File: config.mk
export PLATFORM = sky130hd
export DESIGN_NAME = fetch_unit
export DESIGN_NICKNAME = d
export VERILOG_FILES = /design/src/rtl/fetch_unit.sv
export SDC_FILE = /design/constraint.sdc
export NUM_CORES = 1
export LEC_CHECK = 0
export BUFFER_PORTS_ARGS = -buffer_cell sky130_fd_sc_hd__buf_2
export CORE_MARGIN = 2
export CORE_UTILIZATION = 25
export CTS_CLUSTER_DIAMETER = 80
export CTS_CLUSTER_SIZE = 20
export DETAILED_ROUTE_END_ITERATION = 6
export GPL_TIMING_DRIVEN = 1
export PLACE_DENSITY_LB_ADDON = 0.05
export SETUP_SLACK_MARGIN = 0.05
export SLEW_MARGIN = 40
export SYNTH_ARGS = -nofsm -noshare
export SYNTH_HDL_FRONTEND = slang
export SYNTH_SLANG_ARGS = --single-unit
File: constraint.sdc
create_clock -name clk -period 12.5 [get_ports clk]
set_input_delay 2.5 -clock clk [delete_from_list [all_inputs] [get_ports clk]]
set_output_delay 2.5 -clock clk [all_outputs]
set_load 0.03 [all_outputs]
File: src/rtl/fetch_unit.sv
// Instruction fetch: holds fetch PC, issues one-outstanding imem requests, queues {word, pc} for decode.
// Latency: rvalid in cycle N -> instr_valid in N+1 when the queue was empty; 1 instr / 2 cycles best case.
// Backpressure: a request is issued only with a free queue slot reserved; head held while valid && !ready.
module fetch_unit #(
  parameter int unsigned           DATA_WIDTH = 32,
  parameter int unsigned           DEPTH      = 2,
  parameter logic [DATA_WIDTH-1:0] RESET_PC   = '0
) (
  input  logic                  clk,
  input  logic                  rst,
  input  logic                  redirect,
  input  logic [DATA_WIDTH-1:0] redirect_pc,
  output logic                  imem_req,
  output logic [DATA_WIDTH-1:0] imem_addr,
  input  logic                  imem_gnt,
  input  logic                  imem_rvalid,
  input  logic [DATA_WIDTH-1:0] imem_rdata,
  output logic [DATA_WIDTH-1:0] instr,
  output logic [DATA_WIDTH-1:0] instr_pc,
  output logic                  instr_valid,
  input  logic                  instr_ready
);

  localparam int unsigned PW = $clog2(DEPTH);
  localparam int unsigned CW = $clog2(DEPTH) + 1;
  localparam logic [CW-1:0] DEPTH_C = CW'(DEPTH);

  typedef enum logic [1:0] {
    S_IDLE = 2'd0,
    S_REQ  = 2'd1,
    S_WAIT = 2'd2
  } state_e;

  state_e                state_q;
  logic [DATA_WIDTH-1:0] pc_q;
  logic [DATA_WIDTH-1:0] issued_pc_q;
  logic                  drop_q;

  logic [DATA_WIDTH-1:0] mem_instr_q [DEPTH];
  logic [DATA_WIDTH-1:0] mem_pc_q    [DEPTH];
  logic [PW-1:0]         wr_ptr_q, wr_ptr_d;
  logic [PW-1:0]         rd_ptr_q, rd_ptr_d;
  logic [CW-1:0]         count_q, count_d;

  logic                  issue;
  logic                  push;
  logic                  pop;
  logic [DATA_WIDTH-1:0] redirect_pc_al;
  logic                  unused_pc_lsbs;

  // The two low target bits carry no information for word fetch.
  assign redirect_pc_al = {redirect_pc[DATA_WIDTH-1:2], 2'b00};
  assign unused_pc_lsbs = ^redirect_pc[1:0];

  // While in REQ nothing is outstanding, so count < DEPTH is exactly "one slot free for the reply".
  assign imem_req  = (state_q == S_REQ) && (count_q < DEPTH_C);
  assign imem_addr = pc_q;
  assign issue     = imem_req && imem_gnt;

  // A redirect voids both the reply landing this cycle and any head consumption.
  assign push = (state_q == S_WAIT) && imem_rvalid && !drop_q && !redirect;
  assign pop  = instr_valid && instr_ready && !redirect;

  assign instr_valid = (count_q != '0);
  assign instr       = instr_valid ? mem_instr_q[rd_ptr_q] : '0;
  assign instr_pc    = instr_valid ? mem_pc_q[rd_ptr_q]    : '0;

  // Fetch FSM: PC advance on issue, drop flag marks an in-flight reply orphaned by a redirect.
  always_ff @(posedge clk) begin
    if (rst) begin
      state_q     <= S_IDLE;
      pc_q        <= RESET_PC;
      issued_pc_q <= '0;
      drop_q      <= 1'b0;
    end else begin
      case (state_q)
        S_IDLE: begin
          state_q <= S_REQ;
          if (redirect) pc_q <= redirect_pc_al;
        end
        S_REQ: begin
          if (redirect) begin
            pc_q <= redirect_pc_al;
            if (issue) begin
              state_q <= S_WAIT;
              drop_q  <= 1'b1;
            end
          end else if (issue) begin
            pc_q        <= pc_q + DATA_WIDTH'(4);
            issued_pc_q <= pc_q;
            state_q     <= S_WAIT;
          end
        end
        S_WAIT: begin
          if (redirect) begin
            pc_q <= redirect_pc_al;
            if (imem_rvalid) begin
              state_q <= S_REQ;
              drop_q  <= 1'b0;
            end else begin
              drop_q  <= 1'b1;
            end
          end else if (imem_rvalid) begin
            state_q <= S_REQ;
            drop_q  <= 1'b0;
          end
        end
        default: state_q <= S_IDLE;
      endcase
    end
  end

  // Queue pointer/occupancy next state; redirect empties the queue.
  always_comb begin
    wr_ptr_d = wr_ptr_q;
    rd_ptr_d = rd_ptr_q;
    count_d  = count_q;
    if (redirect) begin
      wr_ptr_d = '0;
      rd_ptr_d = '0;
      count_d  = '0;
    end else begin
      if (push) wr_ptr_d = wr_ptr_q + PW'(1);
      if (pop)  rd_ptr_d = rd_ptr_q + PW'(1);
      if (push && !pop)      count_d = count_q + CW'(1);
      else if (pop && !push) count_d = count_q - CW'(1);
    end
  end

  // Queue pointer/occupancy registers.
  always_ff @(posedge clk) begin
    if (rst) begin
      wr_ptr_q <= '0;
      rd_ptr_q <= '0;
      count_q  <= '0;
    end else begin
      wr_ptr_q <= wr_ptr_d;
      rd_ptr_q <= rd_ptr_d;
      count_q  <= count_d;
    end
  end

  // Queue storage; contents are only visible through instr_valid, so no reset is needed.
  always_ff @(posedge clk) begin
    if (!rst && push) begin
      mem_instr_q[wr_ptr_q] <= imem_rdata;
      mem_pc_q[wr_ptr_q]    <= issued_pc_q;
    end
  end

endmodule

==> flow_summary.toml, run 1 <==
[detailed_routing]
antenna_violating_nets_post_route = 0
via_count = 6159
route.detailed.wl_per_inst_um = 17.5
vias_per_cell = 4.62
drt_first_pass_iters = 6
drt_first_iter_violations = 316
wirelength_um = 23300
drcViolationCount = 0

[placed_design]
placed_cell_area_um2 = 9570
placement.io_buffers = 161
globalplace.congestion = 0.802
dpl.cell_count = 1302
dp_hpwl_um = 15300

[timing]
finalWorstPathRequiredPeriod_ns = 4.82
min_period_over_period_pct = 38.6
worst_case_headroom_to_the_max_slew_limit_pct = 44.5
fin_setup_tns_ns = 0
report.final.slew_viol_count = 0
unrepaired_setup_endpoints_after_global_routing = "false"
worst-slew-pin-transition_ns = 0.833
finClkSkew_ns = 0.0178
setup_viol = 0
max_freq_mhz = 207
hold_viol = 0

[cts]
cts_num_sinks = 192
tritoncts = "yes"
cts_hold_repair.buffers = 0
post_cts_buffers = 0
clock_latency_ns = 0.44
ctsResizeCount = 0
number_of_buffers_inserted_during_clock_tree_synthesis = 17
cts_root_buf = "sky130_fd_sc_hd__clkbuf_16"
htree_num_levels = 4
cts_buffer_depth = 2
clk_pin_slew_worst_paths_ns = 0.07

[min_path]
min_delay_path_depth = 0
hold_start = "issued_pc_q[8]"
timing.hold.worst.class = "flop to flop"
timing.hold.worst_endpoint = "mem_pc_q[1][8]"

[layout]
stdcell_count = 1334
post_layout_nets = 945
finish.utilization_pct = 30.6
final_design_area_no_fill_um2 = 10200
count_of_fill_cells_added_during_filler_insertion = 3510
drive_gt1_share_pct = 24.8
diodes = 0
area_growth_pct = 21.2

[global_route]
grt_first_pass_wirelength_um = 36200
via_count_of_the_first_global_routing_pass = 6233
grt_start_max_net_pins = 72
grt.total_usage_pct = 13.3
grt_antenna_before_repair = 0
grt_remaining_overflow = 0

[yosys]
post_synth_inst_count = 739
syn_avg_cell_area_um2 = 11.4
synthesis.yosys.warnings = 0
synth.ff_latch_count = 192
ys.flop_type = "sky130_fd_sc_hd__edfxtp_1"
synth_most_common_cell = "sky130_fd_sc_hd__edfxtp_1"
synth.top_cells.by_count = "sky130_fd_sc_hd__edfxtp_1, sky130_fd_sc_hd__nand2_1, sky130_fd_sc_hd__nor2_1"
async_flop_share_pct = 0
post_synthesis_sequential_area_ratio_pct = 60.5
synth.top_cell.area_share_pct = 44.3
synth-edff-count = 124
syn_area_um2 = 8400
synth_area_leaders = "sky130_fd_sc_hd__edfxtp_1, sky130_fd_sc_hd__dfxtp_1, sky130_fd_sc_hd__mux2i_1, sky130_fd_sc_hd__nand2_1, sky130_fd_sc_hd__nor2_1"
synth_largest_area_cell = "sky130_fd_sc_hd__edfxtp_1"
synth_cell_types = 69

[run_status]
run_status = "finished, final reports clean"

[setup_path]
critPathSlowestCell = "sky130_fd_sc_hd__dfxtp_4"
reg2reg_setup_slack_ns = 10.22
r2r-start = "imem_addr[2]"
worstSetupEndpointType = "output port"
type_of_the_worst_setup_path = "flop to output port"
critical_path.reg2reg.endpoint = "imem_addr[28]"
worst-path-buf-inv = 2
timing.critical_path.from_type = "flop"
crit_path_cell_trace = "buf_4, mux2i_1, nor2_1, buf_2"
timing.critical_path.fanout_max = 34
cp_top_family = "buffers and inverters"
worst_ep_required_time_ns = 10.00
reg2reg_depth = 5
crit_arrival_ns = 2.32
max_stage_delay_ns = 0.73

[floorplan]
design.die.area_um2 = 35100
die_x_um = 187
rows = 67
fp.dieH_um = 187
top_level_ports = 168
floorplan.core_area_um2 = 33300
start_util_pct = 25.2

[power_and_ir_drop]
p_leak_uw = 0.00356
max-vdd-ir-drop_mv = 0.0911
total_power_uw = 1360
cellPowerDensity_nw_per_um2 = 134

[flow_run]
drv_cap = 0
## worst max-delay path by stage
| stage | from | endpoint | slack, ns | depth (start not counted) |
|---|---|---|---|---|
| after floorplan | rst | mem_instr_q[0][0] | 4.63 | 4 |
| after global placement | rst | mem_instr_q[1][13] | 7.35 | 5 |
| after detailed placement | rst | mem_instr_q[1][19] | 7.56 | 5 |
| after CTS | flop | instr_pc[23] | 7.52 | 4 |
| after global routing | flop | instr_pc[24] | 7.42 | 4 |
| final | flop | instr_pc[6] | 7.68 | 4 |
## sequential cells by signal, indices dropped and copies added (netlist names), named ones only
register	count
drop_q	1
issued_pc_q	30
state_q	2
rd_ptr_q	1
wr_ptr_q	1
mem_pc_q	60
mem_instr_q	64
imem_addr	30
count_q	2
## per-stage QoR
step	setup slack [ns]	hold slack [ns]
3_5_place_dp	7.56	0.446
4_1_cts	7.52	0.463
2_1_floorplan	4.63	0.425
5_1_grt	7.42	0.476
3_3_place_gp	7.35	0.435
6_report	7.68	0.462
## final cells by class
type                    instances  area [um^2]  share of cell area (%)
clock buffers                  21          482                    4.73
clock inverters                11          116                    1.14
inverters                       6         22.5                   0.221
multi-input cells             485         3020                    29.7
flip-flops and latches        192         5090                    50.0
well taps                     448          561                    5.51
repair buffers                171          888                    8.73
## report_power, final
part	internal (uW)	switching, uW	total, uW	leakage, uW
clock network	304	251	555	0.000298
registers	682	22.9	705	0.00168
logic	33.8	65.6	99.4	0.00159
total	1020	340	1360	0.00356
## worst reg2reg max path: cells and delay by family (launching register included)
kind,cells,cell delay [ns]
AND/OR/NAND/NOR,2,0.85
AO/OA/AOI/OAI,2,0.49
adder cells (fa/ha/maj),1,0.30
flip-flops,1,0.49
## per-layer routing
metal  up-vias  share of wire [%]  GRT usage, %
li1       3008                  -             -
met1      2940                 50          18.6
met2       191                 44          20.3
met3        20                5.0          3.32
met4         0                1.3          4.18
met5         -                  0             0
## logic make-up after synthesis
kind of cell / Yosys count / share of synthesized area, %
AO/OA/AOI/OAI: 115 / 9.19
XOR/XNOR: 5 / 0.521
adder cells (fa/ha/maj): 2 / 0.298
buffers and inverters: 65 / 3.95
flip-flops: 192 / 60.5
multiplexers: 71 / 8.49
other: 1 / 0.0446
AND/OR/NAND/NOR: 288 / 17.0
## cells in the final DEF, fill, tap and decap left out, types with 3 or more instances in the layout
master                        n
sky130_fd_sc_hd__a311oi_1     3
sky130_fd_sc_hd__o21ai_0     10
sky130_fd_sc_hd__buf_4        8
sky130_fd_sc_hd__nand2_1     84
sky130_fd_sc_hd__a21oi_1     46
sky130_fd_sc_hd__a31oi_1      5
sky130_fd_sc_hd__o2111ai_1    4
sky130_fd_sc_hd__nand3_1     19
sky130_fd_sc_hd__and4_1       6
sky130_fd_sc_hd__nor3_1      12
sky130_fd_sc_hd__inv_1        6
sky130_fd_sc_hd__nor2_1      78
sky130_fd_sc_hd__nand4_1     19
sky130_fd_sc_hd__o32ai_1      3
sky130_fd_sc_hd__buf_2      161
sky130_fd_sc_hd__and3_1       7
sky130_fd_sc_hd__and2_1      13
sky130_fd_sc_hd__nor2b_1      5
sky130_fd_sc_hd__o221ai_1     8
sky130_fd_sc_hd__nand2b_1     3
sky130_fd_sc_hd__nor4_1       7
sky130_fd_sc_hd__o211ai_1     5
sky130_fd_sc_hd__o41ai_1      4
sky130_fd_sc_hd__dfxtp_1     67
sky130_fd_sc_hd__edfxtp_1   124
sky130_fd_sc_hd__inv_6        4
sky130_fd_sc_hd__or4_1        8
sky130_fd_sc_hd__conb_1       4
sky130_fd_sc_hd__a211oi_1     4
sky130_fd_sc_hd__a32oi_1      5
sky130_fd_sc_hd__or3_1        7
sky130_fd_sc_hd__xor2_1       4
sky130_fd_sc_hd__mux2i_1     69
sky130_fd_sc_hd__clkbuf_16   18
Power figures use the tool's default switching activity.
==> run 2, diff against run 1 <==
Clock period 12.5 ns to 4.25 ns, I/O delays scaled along.
==> run 2 against run 1 <==
Compared with the run above: clock power rose to 2.8 times the previous value; first-iteration DRC count increased by 11%; count of clock-buffer cells in the layout stayed put; critical path type unchanged; register-to-register slack got worse by 8.3 ns; wire length decreased by 0.30%; setup slack got worse by 6.5 ns; core utilization about the same; design area about the same; sequential share of layout area about the same; total power increased to 2.9 times the previous value; largest power group unchanged; sequential power rose to 3.0 times the previous value; global-route usage increased by 0.16 points.
==> flow_summary.toml, run 2 (same netlist as run 1, synthesis figures left out) <==
[run_status]
run_status = "finished, final reports clean"

[placed_design]
globalplace.congestion = 0.795
detailedPlace.worstSlack_ns = 1.24
dpl.cell_count = 1306
dp_hpwl_um = 15800
placement.io_buffers = 161

[cts]
ctsResizeCount = 0
cts_hold_repair.buffers = 0
tritoncts = "yes"
post_cts_buffers = 0
number_of_buffers_inserted_during_clock_tree_synthesis = 17
clk_pin_slew_worst_paths_ns = 0.07
cts_root_buf = "sky130_fd_sc_hd__clkbuf_16"
clock_latency_ns = 0.43
htree_num_levels = 4
cts_buffer_depth = 2
cts_num_sinks = 192

[timing]
worst-slew-pin-transition_ns = 0.795
final.setup.worst_slack_ns = 1.17
fin_setup_tns_ns = 0
hold_viol = 0
setup_viol = 0
report.final.slew_viol_count = 0
max_freq_mhz = 325
min_period_over_period_pct = 72.5
unrepaired_setup_endpoints_after_global_routing = "false"
finalWorstPathRequiredPeriod_ns = 3.08
finClkSkew_ns = 0.0149
worst_case_headroom_to_the_max_slew_limit_pct = 47.0

[global_route]
grt_start_max_net_pins = 70
grt_antenna_before_repair = 0
grt.total_usage_pct = 13.5
grt_remaining_overflow = 0
grt_first_pass_wirelength_um = 36700
via_count_of_the_first_global_routing_pass = 6240

[detailed_routing]
via_count = 6190
routedLengthMet1_um = 11600
met3WireLength_um = 1210
drcViolationCount = 0
drt_first_pass_iters = 5
route.detailed.wl_per_inst_um = 17.3
antenna_violating_nets_post_route = 0
drt_first_iter_violations = 351
met2_length_um = 10200
wirelength_um = 23200
highest_layer = "met4"
vias_per_cell = 4.63

[setup_path]
critPathSlowestCell = "sky130_fd_sc_hd__dfxtp_4"
crit_path_cell_trace = "buf_4, mux2i_1, nor2_1, buf_2"
worstSetupEndpointType = "output port"
max_stage_delay_ns = 0.81
timing.critical_path.fanout_max = 38
worst_ep_required_time_ns = 3.40
timing.critical_path.from_type = "flop"
type_of_the_worst_setup_path = "flop to output port"
crit_arrival_ns = 2.23

[layout]
diodes = 0
regMostFlops = "mem_instr_q"
mostFrequentLayoutCell = "sky130_fd_sc_hd__buf_2"
area_growth_pct = 21.1
drive_gt1_share_pct = 24.9
most-common-layout-cells = "sky130_fd_sc_hd__buf_2, sky130_fd_sc_hd__edfxtp_1, sky130_fd_sc_hd__nand2_1, sky130_fd_sc_hd__nor2_1, sky130_fd_sc_hd__mux2i_1"
largest_register_ffs = 64
post_layout_nets = 949
count_of_fill_cells_added_during_filler_insertion = 3455
stdcell_count = 1338
multi_input_comb_area_um2 = 3020
reg_top3 = "mem_instr_q (64), mem_pc_q (60)"
regArea_um2 = 5090

[floorplan]
top_level_ports = 168
floorplan.core_area_um2 = 33300
design.die.area_um2 = 35100
rows = 67
die_x_um = 187
start_util_pct = 25.2
fp.dieH_um = 187

[min_path]
timing.hold.worst.class = "flop to flop"

[power_and_ir_drop]
total_power_uw = 3920
cellPowerDensity_nw_per_um2 = 386
max-vdd-ir-drop_mv = 0.256
p_leak_uw = 0.00355

[flow_run]
drv_cap = 0
run 2: cell count changes in the layout (fill, tap and decap cells not counted), sizes merged:
cell	delta
inv	-3
buf	+4
clkinvlp	+3
run 2: critical path: cells and delay by family (launching register included):
family / cells / cell delay [ns]
buffers and inverters: 2 / 0.62
DFF: 1 / 0.81
muxes: 1 / 0.28
and+or+nand+nor: 1 / 0.06
run 2: final timing paths:
path                                      start               to  slack (ns)  cells after the start
worst max-delay path                       flop         instr[6]        1.17                      4
worst max register to register       state_q[0]    imem_addr[17]        1.95                      5
worst min register to register  issued_pc_q[25]  mem_pc_q[1][25]        0.46                      0
worst min-delay path            issued_pc_q[25]  mem_pc_q[1][25]        0.46                      0
run 2: layer usage:
layer	global-route usage (%)	vias up
li1	-	3014
met4	3.63	0
met5	0	-
met1	19.1	2965
met3	3.15	17
met2	20.7	194
run 2: final cells by class:
type / instances / area share, %
Clock buffer: 21 / 4.54
Clock inverter: 11 / 1.02
Timing Repair Buffer: 175 / 8.99
Sequential cell: 192 / 50.0
Inverter: 6 / 0.221
Tap cell: 448 / 5.51
Multi-Input combinational cell: 485 / 29.7
run 2: per-stage QoR:
| stage | utilization (%) | hold slack (ns) | area (um^2) |
|---|---|---|---|
| 2_1_floorplan | - | 0.425 | 8420 |
| 3_3_place_gp | 28.8 | 0.439 | 9600 |
| 3_5_place_dp | 28.9 | 0.450 | 9600 |
| 4_1_cts | 30.6 | 0.466 | 10200 |
| 5_1_grt | 30.6 | 0.474 | 10200 |
| 6_report | 30.6 | 0.460 | 10200 |
run 2: power breakdown:
part	total (uW)	internal [uW]	switching (uW)
logic	293	99.6	193
registers	2080	2010	68.8
clock network	1550	849	706
